==> src/rtl/dmem_arbiter.sv <==
// Data-memory port arbiter: core load/store path vs. debug/loader port.
// The core has priority; a starvation counter forces a debug grant after MAX_WAIT losses.
module dmem_arbiter #(
  parameter int unsigned DATA_W   = 32,
  parameter int unsigned ADDR_W   = 32,
  parameter int unsigned RD_LAT   = 1,
  parameter int unsigned MAX_WAIT = 4
) (
  input  logic              i_clk,
  input  logic              i_rst_n,
  input  logic              i_core_req,
  input  logic              i_core_we,
  input  logic [ADDR_W-1:0] i_core_addr,
  input  logic [DATA_W-1:0] i_core_wd,
  output logic              o_core_stall,
  output logic              o_core_rvalid,
  output logic [DATA_W-1:0] o_core_rd,
  input  logic              i_dbg_req,
  input  logic              i_dbg_we,
  input  logic [ADDR_W-1:0] i_dbg_addr,
  input  logic [DATA_W-1:0] i_dbg_wd,
  output logic              o_dbg_gnt,
  output logic              o_dbg_rvalid,
  output logic [DATA_W-1:0] o_dbg_rd,
  output logic [ADDR_W-1:0] o_mem_addr,
  output logic [DATA_W-1:0] o_mem_wd,
  output logic              o_mem_wen,
  output logic              o_mem_ren,
  input  logic [DATA_W-1:0] i_mem_rd
);

  localparam int unsigned LAT_W  = 3;
  localparam int unsigned WAIT_W = 8;

  typedef enum logic {
    ST_IDLE,
    ST_RD_WAIT
  } state_e;

  state_e              state_q, state_d;
  logic                owner_q, owner_d;        // 1 = debug owns the outstanding read
  logic [LAT_W-1:0]    lat_cnt_q, lat_cnt_d;
  logic [WAIT_W-1:0]   wait_cnt_q, wait_cnt_d;
  logic                dbg_prio_q, dbg_prio_d;

  logic                rvalid_any;
  logic                core_rvalid;
  logic                dbg_rvalid;
  logic                core_req_eff;
  logic                grant_dbg;
  logic                grant_core;
  logic                grant_we;
  logic [ADDR_W-1:0]   grant_addr;
  logic [DATA_W-1:0]   grant_wd;
  logic                stall;

  always_ff @(posedge i_clk or negedge i_rst_n) begin
    if (!i_rst_n) begin
      state_q    <= ST_IDLE;
      owner_q    <= 1'b0;
      lat_cnt_q  <= '0;
      wait_cnt_q <= '0;
      dbg_prio_q <= 1'b0;
    end else begin
      state_q    <= state_d;
      owner_q    <= owner_d;
      lat_cnt_q  <= lat_cnt_d;
      wait_cnt_q <= wait_cnt_d;
      dbg_prio_q <= dbg_prio_d;
    end
  end

  always_comb begin
    state_d    = state_q;
    owner_d    = owner_q;
    lat_cnt_d  = lat_cnt_q;
    wait_cnt_d = wait_cnt_q;
    dbg_prio_d = dbg_prio_q;

    // Read data returns in the first IDLE cycle after the latency window.
    rvalid_any  = (state_q == ST_IDLE) && (lat_cnt_q == LAT_W'(1));
    core_rvalid = rvalid_any & ~owner_q;
    dbg_rvalid  = rvalid_any &  owner_q;

    // A core load completing this cycle must not be granted a second time.
    core_req_eff = i_core_req & ~core_rvalid;
    grant_dbg    = (state_q == ST_IDLE) & i_dbg_req & (dbg_prio_q | ~core_req_eff);
    grant_core   = (state_q == ST_IDLE) & core_req_eff & ~grant_dbg;

    grant_we   = grant_dbg ? i_dbg_we   : i_core_we;
    grant_addr = grant_dbg ? i_dbg_addr : i_core_addr;
    grant_wd   = grant_dbg ? i_dbg_wd   : i_core_wd;

    unique case (state_q)
      ST_IDLE: begin
        lat_cnt_d = '0;
        if ((grant_dbg | grant_core) & ~grant_we) begin
          owner_d   = grant_dbg;
          lat_cnt_d = LAT_W'(RD_LAT);
          if (RD_LAT > 1) begin
            state_d = ST_RD_WAIT;
          end
        end
      end
      ST_RD_WAIT: begin
        lat_cnt_d = lat_cnt_q - LAT_W'(1);
        if (lat_cnt_q == LAT_W'(2)) begin
          state_d = ST_IDLE;
        end
      end
      default: state_d = ST_IDLE;
    endcase

    // Starvation counter saturates at MAX_WAIT and then forces the debug win.
    if (!i_dbg_req || grant_dbg) begin
      wait_cnt_d = '0;
      dbg_prio_d = 1'b0;
    end else begin
      if (wait_cnt_q < WAIT_W'(MAX_WAIT)) begin
        wait_cnt_d = wait_cnt_q + WAIT_W'(1);
      end
      dbg_prio_d = dbg_prio_q | (wait_cnt_d == WAIT_W'(MAX_WAIT));
    end

    stall = i_core_req & ~((grant_core & i_core_we) | core_rvalid);
  end

  // Outputs are forced low while reset is held.
  always_comb begin
    o_mem_addr    = '0;
    o_mem_wd      = '0;
    o_mem_wen     = 1'b0;
    o_mem_ren     = 1'b0;
    o_dbg_gnt     = 1'b0;
    o_core_stall  = 1'b0;
    o_core_rvalid = 1'b0;
    o_dbg_rvalid  = 1'b0;
    o_core_rd     = '0;
    o_dbg_rd      = '0;
    if (i_rst_n) begin
      if (grant_dbg | grant_core) begin
        o_mem_addr = grant_addr;
        o_mem_wd   = grant_wd;
        o_mem_wen  = grant_we;
        o_mem_ren  = ~grant_we;
      end
      o_dbg_gnt     = grant_dbg;
      o_core_stall  = stall;
      o_core_rvalid = core_rvalid;
      o_dbg_rvalid  = dbg_rvalid;
      o_core_rd     = core_rvalid ? i_mem_rd : '0;
      o_dbg_rd      = dbg_rvalid  ? i_mem_rd : '0;
    end
  end

endmodule

==> config.mk <==
export PLATFORM = sky130hd
export DESIGN_NAME = dmem_arbiter
export DESIGN_NICKNAME = d
export VERILOG_FILES = /design/src/rtl/dmem_arbiter.sv
export SDC_FILE = /design/constraint.sdc
export NUM_CORES = 1
export LEC_CHECK = 0
export ABC_CLOCK_PERIOD_IN_PS = 3150
export BUFFER_PORTS_ARGS = -buffer_cell sky130_fd_sc_hd__buf_2
export CAP_MARGIN = 20
export CORE_AREA = 10 10 109 111
export DETAILED_ROUTE_END_ITERATION = 8
export DIE_AREA = 0 0 119 121
export GPL_TIMING_DRIVEN = 0
export HOLD_SLACK_MARGIN = 0.15
export SLEW_MARGIN = 15
export SYNTH_ARGS = -nofsm -noshare
export SYNTH_HDL_FRONTEND = slang
export SYNTH_SLANG_ARGS = --single-unit
==> constraint.sdc <==
create_clock -name i_clk -period 3.15 [get_ports i_clk]
set_clock_uncertainty 0.05 [all_clocks]
set_input_delay 0.63 -clock i_clk [delete_from_list [all_inputs] [get_ports i_clk]]
set_output_delay 0.63 -clock i_clk [all_outputs]
set_load 0.01 [all_outputs]
==> metrics.md, run 1 <==
| Metric | Value |
|---|---|
| Min-delay worst type | `in2async` |
| Drt total wl | `12.93 mm` |
| Antenna-violating nets left | `0` |
| Core ar. | `0.009639 mm²` |
| Relative slew slack | `69.13%` |
| Cts bufs inserted | `3` |
| Number of buffers added on ports | `299` |
| Cell with the most instances after synthesis | `nand2_1` |
| Residual DRC | `0` |
| # H-tree levels | `1` |
| Vias in the first global route | `3600` |
| Seq cells post-synth | `14` |
| First DRT Iteration DRCs | `155` |
| Routed len/inst | `16.27 µm` |
| Tmin final | `2.955 ns` |
| Crit Path Max Fanout | `10` |
| Largest net degree at the start of global routing | `18` |
| EDFF count, synth | `0` |
| RSZ-0062 raised after global routing | `false` |
| Overall die width | `119 µm` |
| Peak VDD IR | `237.2 µV` |
| Via count | `3529` |
| Power Dens Cells | `227.9 mW/mm²` |
| Final Total Pwr | `893.1 µW` |
| Final Setup Violations | `0` |
| Maximum clock path buffer count | `2` |
| Crit path to | `o_mem_addr[8]` |
| DP HPWL | `11.40 mm` |
| Synth Flop Type | `dfrtp_1` |
| Hold_buf cts | `0` |
| Seq/Total Area, Yosys | `16.23%` |
| Final hold violations | `0` |
| Die Y | `121 µm` |
| Cell Area, Placed | `0.003821 mm²` |
| Slew Viols, Final | `0` |
| Worst Setup SP | `lat_cnt_q[1]` |
| Net Count, Synth | `528` |
| Sink Count | `14` |
| Netlist cell types | `34` |
| Global-route wire length before repair | `19.70 mm` |
| Finished Cell Area | `0.003919 mm²` |
| Post-route clock period utilization | `93.81%` |
| Worst R2R Path Depth | `7` |
| Worst setup EP type | `primary output` |
| Max Clk Rate | `338.4 MHz` |
| Antenna violations before repair | `0` |
| Final Core Density | `40.65%` |
| Layout cells sized above 1 | `51.36%` |
| Area growth, synth to finish | `81.57%` |
| Top cell type's share of synthesized area | `22.43%` |
| Top-level port count | `300` |
| FFs w/ async S/R, synth | `100.0%` |
| Die area | `0.01440 mm²` |
| Starting Density | `22.39%` |
| Hold_ws | `0.2431 ns` |
| Overflow after GRT | `0` |
| Synth cell count leaders | `nand2_1 (129), a21oi_1 (57), and2_1 (38), and3_1 (32), dfrtp_1 (14)` |
| R2R Path Start | `lat_cnt_q[1]` |
| Nets@finish | `833` |
| Reg clk slew, reported paths | `0.06 ns` |
| Post-Syn Area | `0.002158 mm²` |
| Cell taking the most area after synthesis | `nand2_1` |
| Status | `finished clean` |
| Avg Cell Area, Syn | `6.029 µm²` |
| Startpoint Class | `flip-flop` |
| Vias per Instance | `4.439` |
| Largest cells by area after synthesis | `nand2_1 (22%), dfrtp_1 (16%), a21oi_1 (13%), and2_1 (11%), and3_1 (9.3%)` |
| Worst-Margin Slew | `0.4583 ns` |
| Synthesized instance count | `358` |
| Antenna diodes | `0` |
| CTS tree | `yes` |
| Cell Rows | `36` |
| Placed insts | `790` |
| WP data arrival | `2.28 ns` |
| FF-to-FF End | `owner_q` |
| Routability cong. | `0.8492` |
| Tot GR Track Use | `16.22%` |
| CTS root buf | `clkbuf_8` |
| Pleak | `2.530 nW` |
| Required time worst endpoint | `2.47 ns` |
| Synth warn | `0` |
| Maxcap violations | `0` |
| Skew-Pair Late Insertion Delay | `0.25 ns` |
| CP Class | `reg2out` |
| Fin cells | `795` |
| 1st-pass router iterations | `4` |
| Flop-to-flop setup slack | `1.26 ns` |
-- power by group --
part	internal, mW	total [mW]	switching [mW]	leakage, nW
sequential	0.185	0.191	0.00648	0.191
clock	0.111	0.176	0.0652	0.0288
combinational	0.236	0.526	0.290	2.31
total	0.531	0.893	0.362	2.53
-- cells in the final DEF (no fill, tap or decap), drive strengths merged --
master,synthesis,final
xor2,1,1
xnor2,1,1
and3,32,32
or4,1,1
a21boi,1,1
nand2,129,129
dfrtp,14,14
a21o,1,1
clkbuf,13,23
nand2b,2,2
buf,18,312
o211a,1,1
nor3b,1,1
and4,1,1
a21oi,68,68
inv,3,3
or3b,1,1
or2b,1,1
o31ai,2,2
o21a,2,2
nor3,1,1
nor2b,3,3
nor2,13,13
nor4bb,1,1
ha,4,4
mux2i,1,1
and2,38,38
o21ai,3,3
mux2,1,1
-- area by class of cell --
type	instances	area, µm²
Buffer	31	193.9
Clock buffer	4	55.05
Fill cell	1070	5720
Inverter	3	11.26
Multi-Input combinational cell	310	1638
Sequential cell	14	350.3
Tap cell	133	166.4
Timing Repair Buffer	300	1504
-- flip-flops by register name (all words and copies together), names as in the netlist --
| name | count |
|---|---|
| wait_cnt_q | 8 |
| lat_cnt_q | 3 |
| dbg_prio_q | 1 |
| owner_q | 1 |
| state_q | 1 |
-- worst min path at each step --
stage / to / slack (ns)
finish: wait_cnt_q[3] / 0.24
global route: wait_cnt_q[3] / 0.26
CTS: wait_cnt_q[7] / 0.25
detailed placement: wait_cnt_q[7] / 0.42
global placement: wait_cnt_q[6] / 0.42
floorplan: dbg_prio_q / 0.28
-- stage by stage --
step	worst slack (ns)	TNS, ns
after floorplan	0.8132	0
after global placement	0.0009335	0
after detailed placement	-0.04005	-0.04005
after CTS	0.02467	0
after global routing	0.03355	0
final	0.1949	0
-- what timing repair did --
action,CTS,global route
buffers inserted,0,1
endpoints found under the setup margin,31,88
pin swaps,0,0
endpoints found under the hold margin,0,0
gates resized for setup,2,10
-- logic make-up (layout without fill, tap and decap cells) --
| logic type | count (synthesis) | count (layout) | synth area share [%] |
|---|---|---|---|
| buffers and inverters | 34 | 338 | 8.754 |
| muxes | 2 | 2 | 0.9855 |
| and+or+nand+nor | 224 | 224 | 49.74 |
| DFF | 14 | 14 | 16.23 |
| xor gates and xnor gates | 2 | 2 | 0.8117 |
| AOI/OAI and AO/OA | 78 | 78 | 21.16 |
| adders and majority gates | 4 | 4 | 2.319 |
-- metal layers --
layer	wire [µm]	global-route usage, %
met1	4995	18.29
met2	6670	29.98
met3	1126	4.979
met4	140	2.061
met5	0	0
-- critical path: stages (launching register included) --
cell	delay, ns
dfrtp_1	0.39
inv_1	0.08
ha_1	0.19
nor3b_4	0.34
o21a_1	0.18
clkbuf_4	0.20
clkbuf_4	0.22
nand2_1	0.07
a21oi_1	0.17
buf_2	0.17
Note: power is estimated with default switching activity, not from simulation.
==> run 2, diff against run 1 <==
ABC_AREA = 1   (was not set)
CTS_CLUSTER_DIAMETER = 80   (was not set)
==> metrics.md, run 2 <==
| Metric | Value |
|---|---|
| Tmin final | `2.889 ns` |
| Synthesized instance count | `410` |
| CTS root buf | `clkbuf_8` |
| Die area | `0.01440 mm²` |
| Residual DRC | `0` |
| Cell taking the most area after synthesis | `nor2_1` |
| Fin cells | `847` |
| Power Dens Cells | `249.2 mW/mm²` |
| Sink Count | `14` |
| Required time worst endpoint | `2.47 ns` |
| RSZ-0062 raised after global routing | `false` |
| Flop-to-flop setup slack | `1.38 ns` |
| Met3 Usage GRT | `6.468%` |
| Worst setup EP type | `primary output` |
| Placed insts | `842` |
| Cell with the most instances after synthesis | `nor2_1` |
| Top cell type's share of synthesized area | `33.89%` |
| Crit Path Max Fanout | `10` |
| Final hold violations | `0` |
| Largest register FFs | `8` |
| FF-to-FF End | `owner_q` |
| Cell Rows | `36` |
| Layout cells sized above 1 | `52.59%` |
| Antenna-violating nets left | `0` |
| Number of buffers added on ports | `299` |
| Max Clk Rate | `346.2 MHz` |
| Final setup TNS | `0 ns` |
| Pleak | `2.560 nW` |
| First DRT Iteration DRCs | `125` |
| Met1 usage | `17.01%` |
| Largest net degree at the start of global routing | `18` |
| Peak VDD IR | `147.8 µV` |
| Area growth, synth to finish | `73.96%` |
| Worst-Margin Slew | `0.5381 ns` |
| Vias per Instance | `4.312` |
| Synth cell count leaders | `nor2_1 (210), inv_1 (51), nor3_2 (48), nand2_1 (16), nor3_1 (15)` |
| Largest Register | `wait_cnt_q` |
| Nets@finish | `884` |
| WP data arrival | `2.21 ns` |
| CTS tree | `yes` |
| Hold_ws | `0.2359 ns` |
| 1st-pass router iterations | `4` |
| Highest-count cells in the layout ignoring fill and taps | `buf_2 (308), nor2_1 (210), inv_1 (51)` |
| Maxcap violations | `0` |
| Post-route clock period utilization | `91.70%` |
| Synth Flop Type | `dfrtp_1` |
| Routability cong. | `0.8686` |
| Startpoint Class | `flip-flop` |
| Post-Syn Area | `0.002326 mm²` |
| FFs w/ async S/R, synth | `100.0%` |
| Antenna violations before repair | `1` |
| R2R Path Start | `lat_cnt_q[1]` |
| DP HPWL | `11.64 mm` |
| Worst R2R Path Depth | `10` |
| Netlist cell types | `21` |
| Met2 Resource Use GR | `30.26%` |
| Post_cts resized | `0` |
| Busiest grt layer | `met2` |
| Regs by FF count | `wait_cnt_q x8, lat_cnt_q x3` |
| Relative slew slack | `64.12%` |
| Global-route wire length before repair | `19.66 mm` |
| CP Class | `reg2out` |
| Net Count, Synth | `580` |
| Min-delay worst type | `in2async` |
| Largest cells by area after synthesis | `nor2_1 (34%), nor3_2 (21%), dfrtp_1 (15%), inv_1 (8.2%), buf_6 (3.4%)` |
| Reg clk slew, reported paths | `0.06 ns` |
| Slew Viols, Final | `0` |
| Post-CTS Setup Inserts | `0` |
| Starting Density | `24.13%` |
| Status | `finished clean` |
| Overflow after GRT | `0` |
| Synth warn | `0` |
| Commonest non-fill, non-tap cell in the layout | `buf_2` |
| Maximum clock path buffer count | `2` |
| Via count | `3652` |
| Vias in the first global route | `3847` |
| Skew-Pair Late Insertion Delay | `0.24 ns` |
| Overall die width | `119 µm` |
| Final Core Density | `41.98%` |
| Top-level port count | `300` |
| Core ar. | `0.009639 mm²` |
| Tot GR Track Use | `16.34%` |
| Drt total wl | `13.07 mm` |
| Die Y | `121 µm` |
| EDFF count, synth | `0` |
| Seq/Total Area, Yosys | `15.06%` |
| Avg Cell Area, Syn | `5.673 µm²` |
| Hold_buf cts | `0` |
| # H-tree levels | `1` |
| Final Setup Violations | `0` |
| Cts bufs inserted | `3` |
| Seq cells post-synth | `14` |
| Routed len/inst | `15.43 µm` |
-- run 2: changes by cell type after synthesis, moves of 15 or more --
cell     previous run  this run
nand2_1           129        16
nor2_1             13       210
nor3_2              1        48
a21oi_1            57         6
and2_1             38         0
and3_1             32         0
inv_1               3        51
nor3_1              0        15
-- run 2: worst max-delay path by stage --
stage	to	slack (ns)	depth (start not counted)	start
2_1_floorplan	o_mem_wd[10]	0.92	9	lat_cnt_q[1]
3_3_place_gp	o_core_rd[3]	0.43	7	i_rst_n
3_5_place_dp	o_core_rd[3]	0.41	7	i_rst_n
4_1_cts	o_mem_wd[4]	0.22	10	lat_cnt_q[1]
5_1_grt	o_mem_wd[7]	0.07	10	lat_cnt_q[1]
6_report	o_mem_wd[4]	0.26	10	lat_cnt_q[1]
-- run 2: cells by family after synthesis --
kind of cell | synth area share [%]
AO/OA/AOI/OAI | 2.098
XOR/XNOR | 0.7532
adder cells (fa/ha/maj) | 2.152
buffers and inverters | 15.82
flip-flops | 15.06
AND/OR/NAND/NOR | 64.12
-- run 2: worst max-delay path, stage by stage, from the launching register on --
cell	delay [ns]
dfrtp_1	0.38
inv_1	0.08
ha_1	0.22
nand4_4	0.13
nand3_2	0.10
nand2_2	0.10
inv_2	0.07
clkbuf_1	0.42
nor2_1	0.09
nor3_1	0.18
buf_2	0.19
-- run 2: area by class of cell --
cell class,count,area [µm²]
diodes,1,2.502
plain buffers,27,168.9
clock buffers,4,55.05
fillers,1045,5593
inverters,53,198.9
multi-input cells,316,1608
flip-flops and latches,14,350.3
well taps,133,166.4
repair buffers,299,1496
-- run 2: stage by stage --
step / total power, mW / worst slack, ns / instance area, µm²
finish: 1.009 / 0.2614 / 4046
global route: 1.095 / 0.07157 / 4046
CTS: 1.027 / 0.2187 / 4044
detailed placement: 0.8469 / 0.4055 / 3989
global placement: 0.8379 / 0.4277 / 3989
floorplan: 0.5574 / 0.9197 / 2326
-- run 2: where the power goes --
group          internal [mW]  leakage [nW]  switching, mW
clock network          0.111        0.0288         0.0634
registers              0.188         0.191        0.00538
logic                  0.268          2.34          0.373
-- run 2: layer usage --
metal / vias up / share of wire (%) / routed length, µm
li1: 1846 / - / -
met1: 1602 / 37 / 4795
met2: 192 / 51 / 6676
met3: 12 / 11 / 1388
met4: 0 / 1.6 / 210
met5: - / 0 / 0
==> run 3, diff against run 2 <==
BUFFER_PORTS_ARGS = -buffer_cell sky130_fd_sc_hd__clkbuf_2   (was -buffer_cell sky130_fd_sc_hd__buf_2)
==> metrics.md, run 3 (synthesis gave the netlist of run 2 again) <==
| Metric | Value |
|---|---|
| Skew-Pair Late Insertion Delay | `0.24 ns` |
| Final hold violations | `0` |
| Commonest non-fill, non-tap cell in the layout | `clkbuf_2` |
| CP Class | `reg2out` |
| Routability cong. | `0.8574` |
| CTS tree | `yes` |
| Peak VDD IR | `130.5 µV` |
| # fillers | `1078` |
| Post-route clock period utilization | `90.29%` |
| WP data arrival | `2.16 ns` |
| Nets@finish | `884` |
| Area growth, synth to finish | `73.37%` |
| Int Power | `538.8 µW` |
| Final setup TNS | `0 ns` |
| Regs by FF count | `wait_cnt_q x8, lat_cnt_q x3` |
| Overall die width | `119 µm` |
| Startpoint Class | `flip-flop` |
| Drt total wl | `12.90 mm` |
| Die Y | `121 µm` |
| Crit Path Max Fanout | `10` |
| Starting Density | `24.13%` |
| Overflow after GRT | `0` |
| Worst setup EP type | `primary output` |
| Tmin final | `2.844 ns` |
| Critical Path Max Stage Delay | `0.43 ns` |
| Antenna-violating nets left | `0` |
| Post_cts resized | `0` |
| Residual DRC | `0` |
| Via count | `3654` |
| Cell Rows | `36` |
| Number of buffers added on ports | `299` |
| Relative slew slack | `63.34%` |
| Max Clk Rate | `351.6 MHz` |
| CTS root buf | `clkbuf_8` |
| Worst-Margin Slew | `0.5498 ns` |
| Routed len/inst | `15.25 µm` |
| Reg clk slew, reported paths | `0.05 ns` |
| Antenna violations before repair | `1` |
| DP HPWL | `11.79 mm` |
| Die area | `0.01440 mm²` |
| Highest-count cells in the layout ignoring fill and taps | `clkbuf_2 (299), nor2_1 (210), inv_1 (51)` |
| Slowest CP cell | `clkbuf_1` |
| Global-route wire length before repair | `19.87 mm` |
| Vias per Instance | `4.319` |
| Maxcap violations | `0` |
| Sink Count | `14` |
| Largest net degree at the start of global routing | `18` |
| 1st-pass router iterations | `4` |
| Clock share of power | `14.4%` |
| Largest register FFs | `8` |
| Power Dens Cells | `242.0 mW/mm²` |
| Net Switching | `437.1 µW` |
| Cell Chain, Critical Path | `inv_1, ha_1, nand4_4, nand3_2, nand2_2, inv_2, clkbuf_1, nor2_1, nor3_1, clkbuf_2` |
| Logic pwr share | `65.8%` |
| Required time worst endpoint | `2.47 ns` |
| Layout cells sized above 1 | `52.53%` |
| Switching fraction of total power | `44.79%` |
| Min-delay worst type | `in2async` |
| Final Total Pwr | `975.9 µW` |
| Top-level port count | `300` |
| Slew Viols, Final | `0` |
| Vias in the first global route | `3892` |
| Pleak | `2.499 nW` |
| Tot GR Track Use | `16.47%` |
| Post-CTS Setup Inserts | `0` |
| Maximum clock path buffer count | `2` |
| # H-tree levels | `1` |
| RSZ-0062 raised after global routing | `false` |
| Final Setup Violations | `0` |
| Core ar. | `0.009639 mm²` |
| Cts bufs inserted | `3` |
| Sequential share of power | `19.9%` |
| First DRT Iteration DRCs | `175` |
| Hold_buf cts | `0` |
| Status | `finished clean` |
| Largest Register | `wait_cnt_q` |
-- run 3: cell count changes in the layout (fill, tap and decap cells not counted), sizes merged --
cell	delta
clkbuf	+298
buf	-299
-- run 3: per-layer routing --
metal / vias up / global-route usage (%) / part of all wire, %
li1: 1849 / - / -
met1: 1598 / 17.17 / 37
met2: 191 / 30.26 / 50
met3: 16 / 6.747 / 10
met4: 0 / 3.664 / 2.1
met5: - / 0 / 0
-- run 3: cell type report --
type / count / area [µm²] / share of cell area (%)
Multi-Input combinational cell: 316 / 1608 / 39.87
Buffer: 27 / 168.9 / 4.189
Timing Repair Buffer: 299 / 1496 / 37.11
Tap cell: 133 / 166.4 / 4.127
Sequential cell: 14 / 350.3 / 8.688
Antenna cell: 1 / 2.502 / 0.06205
Inverter: 53 / 198.9 / 4.933
Clock buffer: 3 / 41.29 / 1.024
-- run 3: per-stage QoR --
step / worst slack, ns / util (%) / cells / hold WS [ns] / area [µm²]
after floorplan: 0.9197 / - / 410 / 0.2844 / 2326
after global placement: 0.3798 / 41.38 / 842 / 0.4217 / 3989
after detailed placement: 0.3638 / 41.38 / 842 / 0.4276 / 3989
after CTS: 0.2481 / 41.81 / 845 / 0.2691 / 4030
after global routing: 0.06499 / 41.84 / 846 / 0.2840 / 4033
final: 0.3057 / 41.84 / 846 / 0.2580 / 4033
-- run 3: path summary, 6_finish.rpt --
path | slack [ns] | from | cells after the start | endpoint
max | 0.31 | lat_cnt_q[1] | 10 | o_mem_wd[4]
min | 0.26 | i_rst_n | 1 | wait_cnt_q[4]
max reg2reg | 1.42 | lat_cnt_q[1] | 10 | owner_q
min reg2reg | 0.44 | wait_cnt_q[7] | 2 | wait_cnt_q[7]
max in group asynchronous | 2.51 | i_rst_n | 1 | wait_cnt_q[5]
min in group i_clk | 0.44 | wait_cnt_q[7] | 2 | wait_cnt_q[7]
-- run 3: critical path, delay by kind of cell, from the launching register on --
kind,cells,cell delay (ns)
buffers and inverters,4,0.77
DFF,1,0.38
adders and majority gates,1,0.21
and+or+nand+nor,5,0.57
-- run 3: power groups by stage --
stage,clock (mW),sequential (mW),combinational (mW)
after detailed placement,0,0.197,0.653
after floorplan,0,0.196,0.362
after global routing,0.157,0.195,0.718
after CTS,0.148,0.194,0.656
after global placement,0,0.196,0.644
final,0.140,0.194,0.642
